==> src/rtl/shift_right_register_serial_receiver_pkg.sv <==
// Shared definitions for the serial receiver: state encodings, default word
// width and the bit-counter width helper. Guarded so it can be pulled in more than once.
`ifndef SHIFT_RIGHT_REGISTER_SERIAL_RECEIVER_PKG_SV
`define SHIFT_RIGHT_REGISTER_SERIAL_RECEIVER_PKG_SV

package shift_right_register_serial_receiver_pkg;

    typedef enum logic {
        IDLE    = 1'b0,
        RECEIVE = 1'b1
    } rx_state_e;

    localparam int DEFAULT_WIDTH = 5;

    // Bits needed to count 0..width-1; never less than one.
    function automatic int cnt_width(input int width);
        return (width <= 2) ? 1 : $clog2(width);
    endfunction

endpackage

`endif

==> src/rtl/shift_right_register_serial_receiver_if.sv <==
// Serial input strobes plus the parallel word/handshake side of the receiver.
interface shift_right_register_serial_receiver_if #(
    parameter int WIDTH = shift_right_register_serial_receiver_pkg::DEFAULT_WIDTH
);
    logic             data;
    logic             shift_enable;
    logic             start;
    logic             read;
    logic [WIDTH-1:0] word;
    logic             valid;
    logic             overrun;
    logic             busy;

    modport master (
        output data, shift_enable, start, read,
        input  word, valid, overrun, busy
    );

    modport slave (
        input  data, shift_enable, start, read,
        output word, valid, overrun, busy
    );
endinterface

==> src/rtl/shift_right_register_serial_receiver_receiver_bit_counter.sv <==
// Modulo-WIDTH bit counter for the serial receiver; flags the bit that completes a word.
module receiver_bit_counter #(
    parameter int WIDTH = 5,
    parameter int CW    = 3
) (
    input  logic clock,
    input  logic clear,
    input  logic inc,
    input  logic load_one,
    output logic last
);
    logic [CW-1:0] count_reg;

    assign last = (count_reg == CW'(WIDTH - 1));

    // A start bit always counts as bit 0 already received, hence load of 1.
    always_ff @(posedge clock or negedge clear) begin
        if (!clear) begin
            count_reg <= '0;
        end else if (load_one) begin
            count_reg <= CW'(1);
        end else if (inc) begin
            count_reg <= last ? '0 : count_reg + CW'(1);
        end
    end
endmodule

==> src/rtl/shift_right_register_serial_receiver.sv <==
// LSB-first serial-to-parallel receiver with frame sync, holding register,
// valid/read handshake and sticky overrun.
module shift_right_register_serial_receiver
    import shift_right_register_serial_receiver_pkg::*;
#(
    parameter int WIDTH = DEFAULT_WIDTH
) (
    input  logic clock,
    input  logic clear,
    shift_right_register_serial_receiver_if.slave rx
);
    localparam int CW = cnt_width(WIDTH);

    rx_state_e        state_reg;
    // Only the newest WIDTH-1 bits are kept; the oldest one would be shifted
    // out by the next bit anyway, so the full word is formed from shift_next.
    logic [WIDTH-2:0] sr_reg;
    logic [WIDTH-1:0] word_reg;
    logic             valid_reg;
    logic             overrun_reg;

    logic [WIDTH-1:0] shift_next;
    logic             cnt_inc;
    logic             cnt_load;
    logic             cnt_last;

    genvar gi;
    generate
        for (gi = 0; gi < WIDTH - 1; gi++) begin : g_shift
            assign shift_next[gi] = sr_reg[gi];
        end
    endgenerate
    assign shift_next[WIDTH-1] = rx.data;

    assign cnt_load = rx.shift_enable & rx.start;
    assign cnt_inc  = rx.shift_enable & ~rx.start & (state_reg == RECEIVE);

    receiver_bit_counter #(
        .WIDTH (WIDTH),
        .CW    (CW)
    ) u_bit_counter (
        .clock    (clock),
        .clear    (clear),
        .inc      (cnt_inc),
        .load_one (cnt_load),
        .last     (cnt_last)
    );

    always_ff @(posedge clock or negedge clear) begin
        if (!clear) begin
            state_reg   <= IDLE;
            sr_reg      <= '0;
            word_reg    <= '0;
            valid_reg   <= 1'b0;
            overrun_reg <= 1'b0;
        end else begin
            if (rx.read && valid_reg) begin
                valid_reg <= 1'b0;
            end

            case (state_reg)
                IDLE: begin
                    if (rx.shift_enable && rx.start) begin
                        sr_reg    <= shift_next[WIDTH-1:1];
                        state_reg <= RECEIVE;
                    end
                end
                RECEIVE: begin
                    if (rx.shift_enable) begin
                        sr_reg <= shift_next[WIDTH-1:1];
                        if (!rx.start && cnt_last) begin
                            word_reg  <= shift_next;
                            valid_reg <= 1'b1;
                            // A read landing on the completion edge frees the slot in time.
                            if (valid_reg && !rx.read) begin
                                overrun_reg <= 1'b1;
                            end
                            state_reg <= IDLE;
                        end
                    end
                end
                default: state_reg <= IDLE;
            endcase
        end
    end

    assign rx.word    = word_reg;
    assign rx.valid   = valid_reg;
    assign rx.overrun = overrun_reg;
    assign rx.busy    = (state_reg == RECEIVE);
endmodule
==> src/flat_wrapper.sv <==
// flat-port wrapper written by rule: the top's interface ports become plain ports
module shift_right_register_serial_receiver_flat import shift_right_register_serial_receiver_pkg::*;
#(
    parameter int WIDTH = DEFAULT_WIDTH
)
  (clock, clear, rx_data, rx_shift_enable, rx_start, rx_read, rx_word, rx_valid, rx_overrun, rx_busy);
  shift_right_register_serial_receiver_if #(.WIDTH(WIDTH)) rx_i ();
  input  logic clock;
  input  logic clear;
  input wire logic [$bits(rx_i.data)-1:0] rx_data;
  input wire logic [$bits(rx_i.shift_enable)-1:0] rx_shift_enable;
  input wire logic [$bits(rx_i.start)-1:0] rx_start;
  input wire logic [$bits(rx_i.read)-1:0] rx_read;
  output wire logic [$bits(rx_i.word)-1:0] rx_word;
  output wire logic [$bits(rx_i.valid)-1:0] rx_valid;
  output wire logic [$bits(rx_i.overrun)-1:0] rx_overrun;
  output wire logic [$bits(rx_i.busy)-1:0] rx_busy;
  assign rx_i.data = rx_data;
  assign rx_i.shift_enable = rx_shift_enable;
  assign rx_i.start = rx_start;
  assign rx_i.read = rx_read;
  assign rx_word = rx_i.word;
  assign rx_valid = rx_i.valid;
  assign rx_overrun = rx_i.overrun;
  assign rx_busy = rx_i.busy;
  shift_right_register_serial_receiver #(.WIDTH(WIDTH)) u_core (.clock(clock), .clear(clear), .rx(rx_i));
endmodule
==> config.mk <==
export PLATFORM = sky130hd
export DESIGN_NAME = shift_right_register_serial_receiver_flat
export DESIGN_NICKNAME = d
export VERILOG_FILES = /design/src/rtl/shift_right_register_serial_receiver_pkg.sv /design/src/rtl/shift_right_register_serial_receiver_if.sv /design/src/rtl/shift_right_register_serial_receiver_receiver_bit_counter.sv /design/src/rtl/shift_right_register_serial_receiver.sv /design/src/flat_wrapper.sv
export SDC_FILE = /design/constraint.sdc
export NUM_CORES = 1
export LEC_CHECK = 0
export CAP_MARGIN = 20
export CORE_MARGIN = 1
export CORE_UTILIZATION = 42
export DETAILED_ROUTE_END_ITERATION = 10
export GPL_TIMING_DRIVEN = 0
export PLACE_DENSITY = 0.71
export SETUP_SLACK_MARGIN = 0.05
export SYNTH_ARGS = -nofsm -noshare
export SYNTH_HDL_FRONTEND = slang
export SYNTH_HIERARCHICAL = 1
export SYNTH_SLANG_ARGS = --single-unit
export TNS_END_PERCENT = 20
==> constraint.sdc <==
create_clock -name clock -period 1.3 [get_ports clock]
set_input_delay 0.26 -clock clock [delete_from_list [all_inputs] [get_ports clock]]
set_output_delay 0.26 -clock clock [all_outputs]
set_load 0.02 [all_outputs]
==> results.cfg <==
[worst_setup_path]
worst-path-buf-inv = 1
crit_slowest_cell = dfrtp_1
startpoint = u_core/u_bit_counter/count_reg[0]
crit_chain = inv_2 > ha_2 > and2_4 > nand4b_4 > mux2_4
end_kind = register
worst-setup-path-type = reg -> reg
start_kind = register
r2r_start = u_core/u_bit_counter/count_reg[0]
cp.required_ns = 1.47
worstPathArrival_ns = 1.61
cp_slowest_stage_delay_ns = 0.41
cp_top_family = flip-flops
cp_max_fo = 8

[clock_tree]
clkSinkCount = 15
cts-root-buf = clkbuf_4
clockBufferDepth = 2
cts_made_buffers = 3
clk_pin_slew_ns = 0.10
postCtsHoldBufs = 0
cts_tree = built
clock_latency_ns = 0.29
htreeDepth = 1

[global_route]
grtUsageMet1_pct = 18.09
gr-usage-met2_pct = 24.22
gr-usage-met3_pct = 4.891
grt_antenna_before_repair = 0
gr-usage-all-layers_pct = 15.40
grt_max_degree = 16
grt_pass1_vias = 394
grt_pass1_wl_um = 1566
overflow = 0
busiest_layer = met2

[layout]
layout-drive-gt1-share_pct = 45.45
final_cells = 81
multi_input_area_um2 = 276.5
syn_to_final_growth_pct = 29.38
largest_register_ff_count = 5
fin_area_um2 = 832.0
nNetsFinal = 75
utilization_pct = 60.90
fillers = 114
diodes = 0
regArea_um2 = 376.6

[pwr]
power_leakage_nw = 0.4115
powerDensity_nw_per_um2 = 1515
peakVddDrop_mv = 0.8975

[timing]
finalWorstSetupSlack_ns = -0.1332
tightest_slew_ns = 0.6277
maxSlewViolCount = 0
slew_headroom_pct = 58.02
skew_ns = 0.01039
period_minus_slack_ns = 1.433
finalHoldWorstSlack_ns = 0.3491
rsz0062_at_grt = true
fmax_mhz = 697.7
fin_crit_sh_pct = 110.2
setup_viol = 6
finalHoldViolCount = 0

[floorplan]
dieArea_um2 = 1692
die_w_um = 41.13
coreArea_um2 = 1366
ioPinCount = 14
num_rows = 13
die_y_um = 41.13
initial_core_util_pct = 47.07

[placed_design]
placed_area_um2 = 797.0
placed_cells = 74
portBuffers = 13
routabilityCongestion = 0.6485

[logic_synthesis]
syn_area_um2 = 643.1
seq_area_frac_synth_pct = 58.37
syn_nets = 54
synth_cells = 46
synth.distinct_cells = 19
synth_seq_cells = 15
syn_area_per_cell_um2 = 13.98
ys_warn_count = 6

[flow_run]
cap_violations = 0

[drt]
drt-initial-drc-count = 3
final_antenna_net_count = 0
vias_per_cell = 5.000
dr.pass1.iters = 4
drc_errors = 0
dr_total_vias = 405
wl_per_cell_um = 12.20
routed_wl_um = 988

[run_status]
violations = negative setup slack
outcome = complete, but fails checks

[worst_hold_path]
min-delay-path-class = in -> async
layout make-up:
type	instances	area share, %
Sequential cell	15	45.26
Multi-Input combinational cell	29	33.23
Timing Repair Buffer	16	14.74
Clock buffer	3	2.707
Tap cell	15	2.256
Clock inverter	1	0.9023
Inverter	2	0.9023
what timing repair did:
item | 4_1_cts | 5_1_grt
pin swaps | 1 | 1
gates resized for setup | 21 | 7
endpoints found under the hold margin | 0 | 0
gates cloned | 0 | 0
setup endpoints to repair | 17 | 17
buffers inserted | 2 | 1
cells in the mapped netlist:
cell type	n	area, um2
dfrtp_1	15	375.4
o21a_1	1	7.510
mux2i_1	1	10.01
a211o_1	1	8.760
nor3_1	1	5.000
o21bai_1	1	7.510
nor2_1	2	7.510
mux2_2	9	101.4
o21ai_2	1	8.760
nor2b_1	1	6.260
and2_1	2	12.51
o211a_1	1	10.01
ha_1	2	25.02
nand2_1	2	7.510
a21boi_1	1	7.510
nand4b_4	1	23.77
inv_1	2	7.510
a21oi_1	1	5.000
nand2b_1	1	6.260
final timing paths:
path | end | slack (ns) | depth (start not counted)
setup / recovery | u_core/rx.word[4] | -0.13 | 5
min in group clock | u_core/rx.overrun | 0.49 | 1
setup reg to reg | u_core/rx.word[4] | -0.13 | 5
hold / removal | u_core/rx.word[2] | 0.35 | 1
max in group asynchronous | u_core/rx.busy | 0.51 | 1
hold reg to reg | u_core/rx.overrun | 0.49 | 1
cell usage in the layout, fill, tap and decap left out, types with 2 or more instances in the layout:
cell | synthesis | routed
dfrtp_1 | 15 | 14
buf_4 | 0 | 3
mux2_2 | 9 | 8
clkbuf_2 | 0 | 5
clkbuf_4 | 0 | 3
clkdlybuf4s50_1 | 0 | 5
nand2_1 | 2 | 2
logic make-up after synthesis:
group           after synthesis  share of synthesized area (%)
buf+inv                       2                          1.168
fa+ha+maj                     2                          3.890
simple gates                 10                          10.70
flops                        15                          58.37
compound gates                7                          8.561
mux                          10                          17.32
metrics by stage:
| step | worst slack [ns] | power, mW | setup TNS (ns) |
|---|---|---|---|
| after global routing | -0.1922 | 1.335 | -0.9449 |
| after floorplan | -0.02894 | 0.8417 | -0.1447 |
| after detailed placement | -0.3470 | 1.018 | -2.591 |
| final | -0.1332 | 1.261 | -0.5777 |
| after global placement | -0.3529 | 1.004 | -2.427 |
| after CTS | -0.1497 | 1.292 | -0.6359 |
per-layer routing:
metal,routed length [um],up-vias
li1,-,202
met1,494,194
met2,464,9
met3,29,0
met4,0,0
met5,0,-
power by group:
| group | internal (mW) | switching, mW | leakage (nW) |
|---|---|---|---|
| sequential | 0.569 | 0.0618 | 0.188 |
| clock | 0.117 | 0.160 | 0.0139 |
| combinational | 0.181 | 0.172 | 0.209 |
worst register-to-register path, delay by kind of cell, from the launching register on:
family	cells	cell delay, ns
DFF	1	0.41
buffers and inverters	1	0.07
muxes	1	0.34
adders and majority gates	1	0.17
and+or+nand+nor	2	0.34
Note: power is estimated with default switching activity, not from simulation.
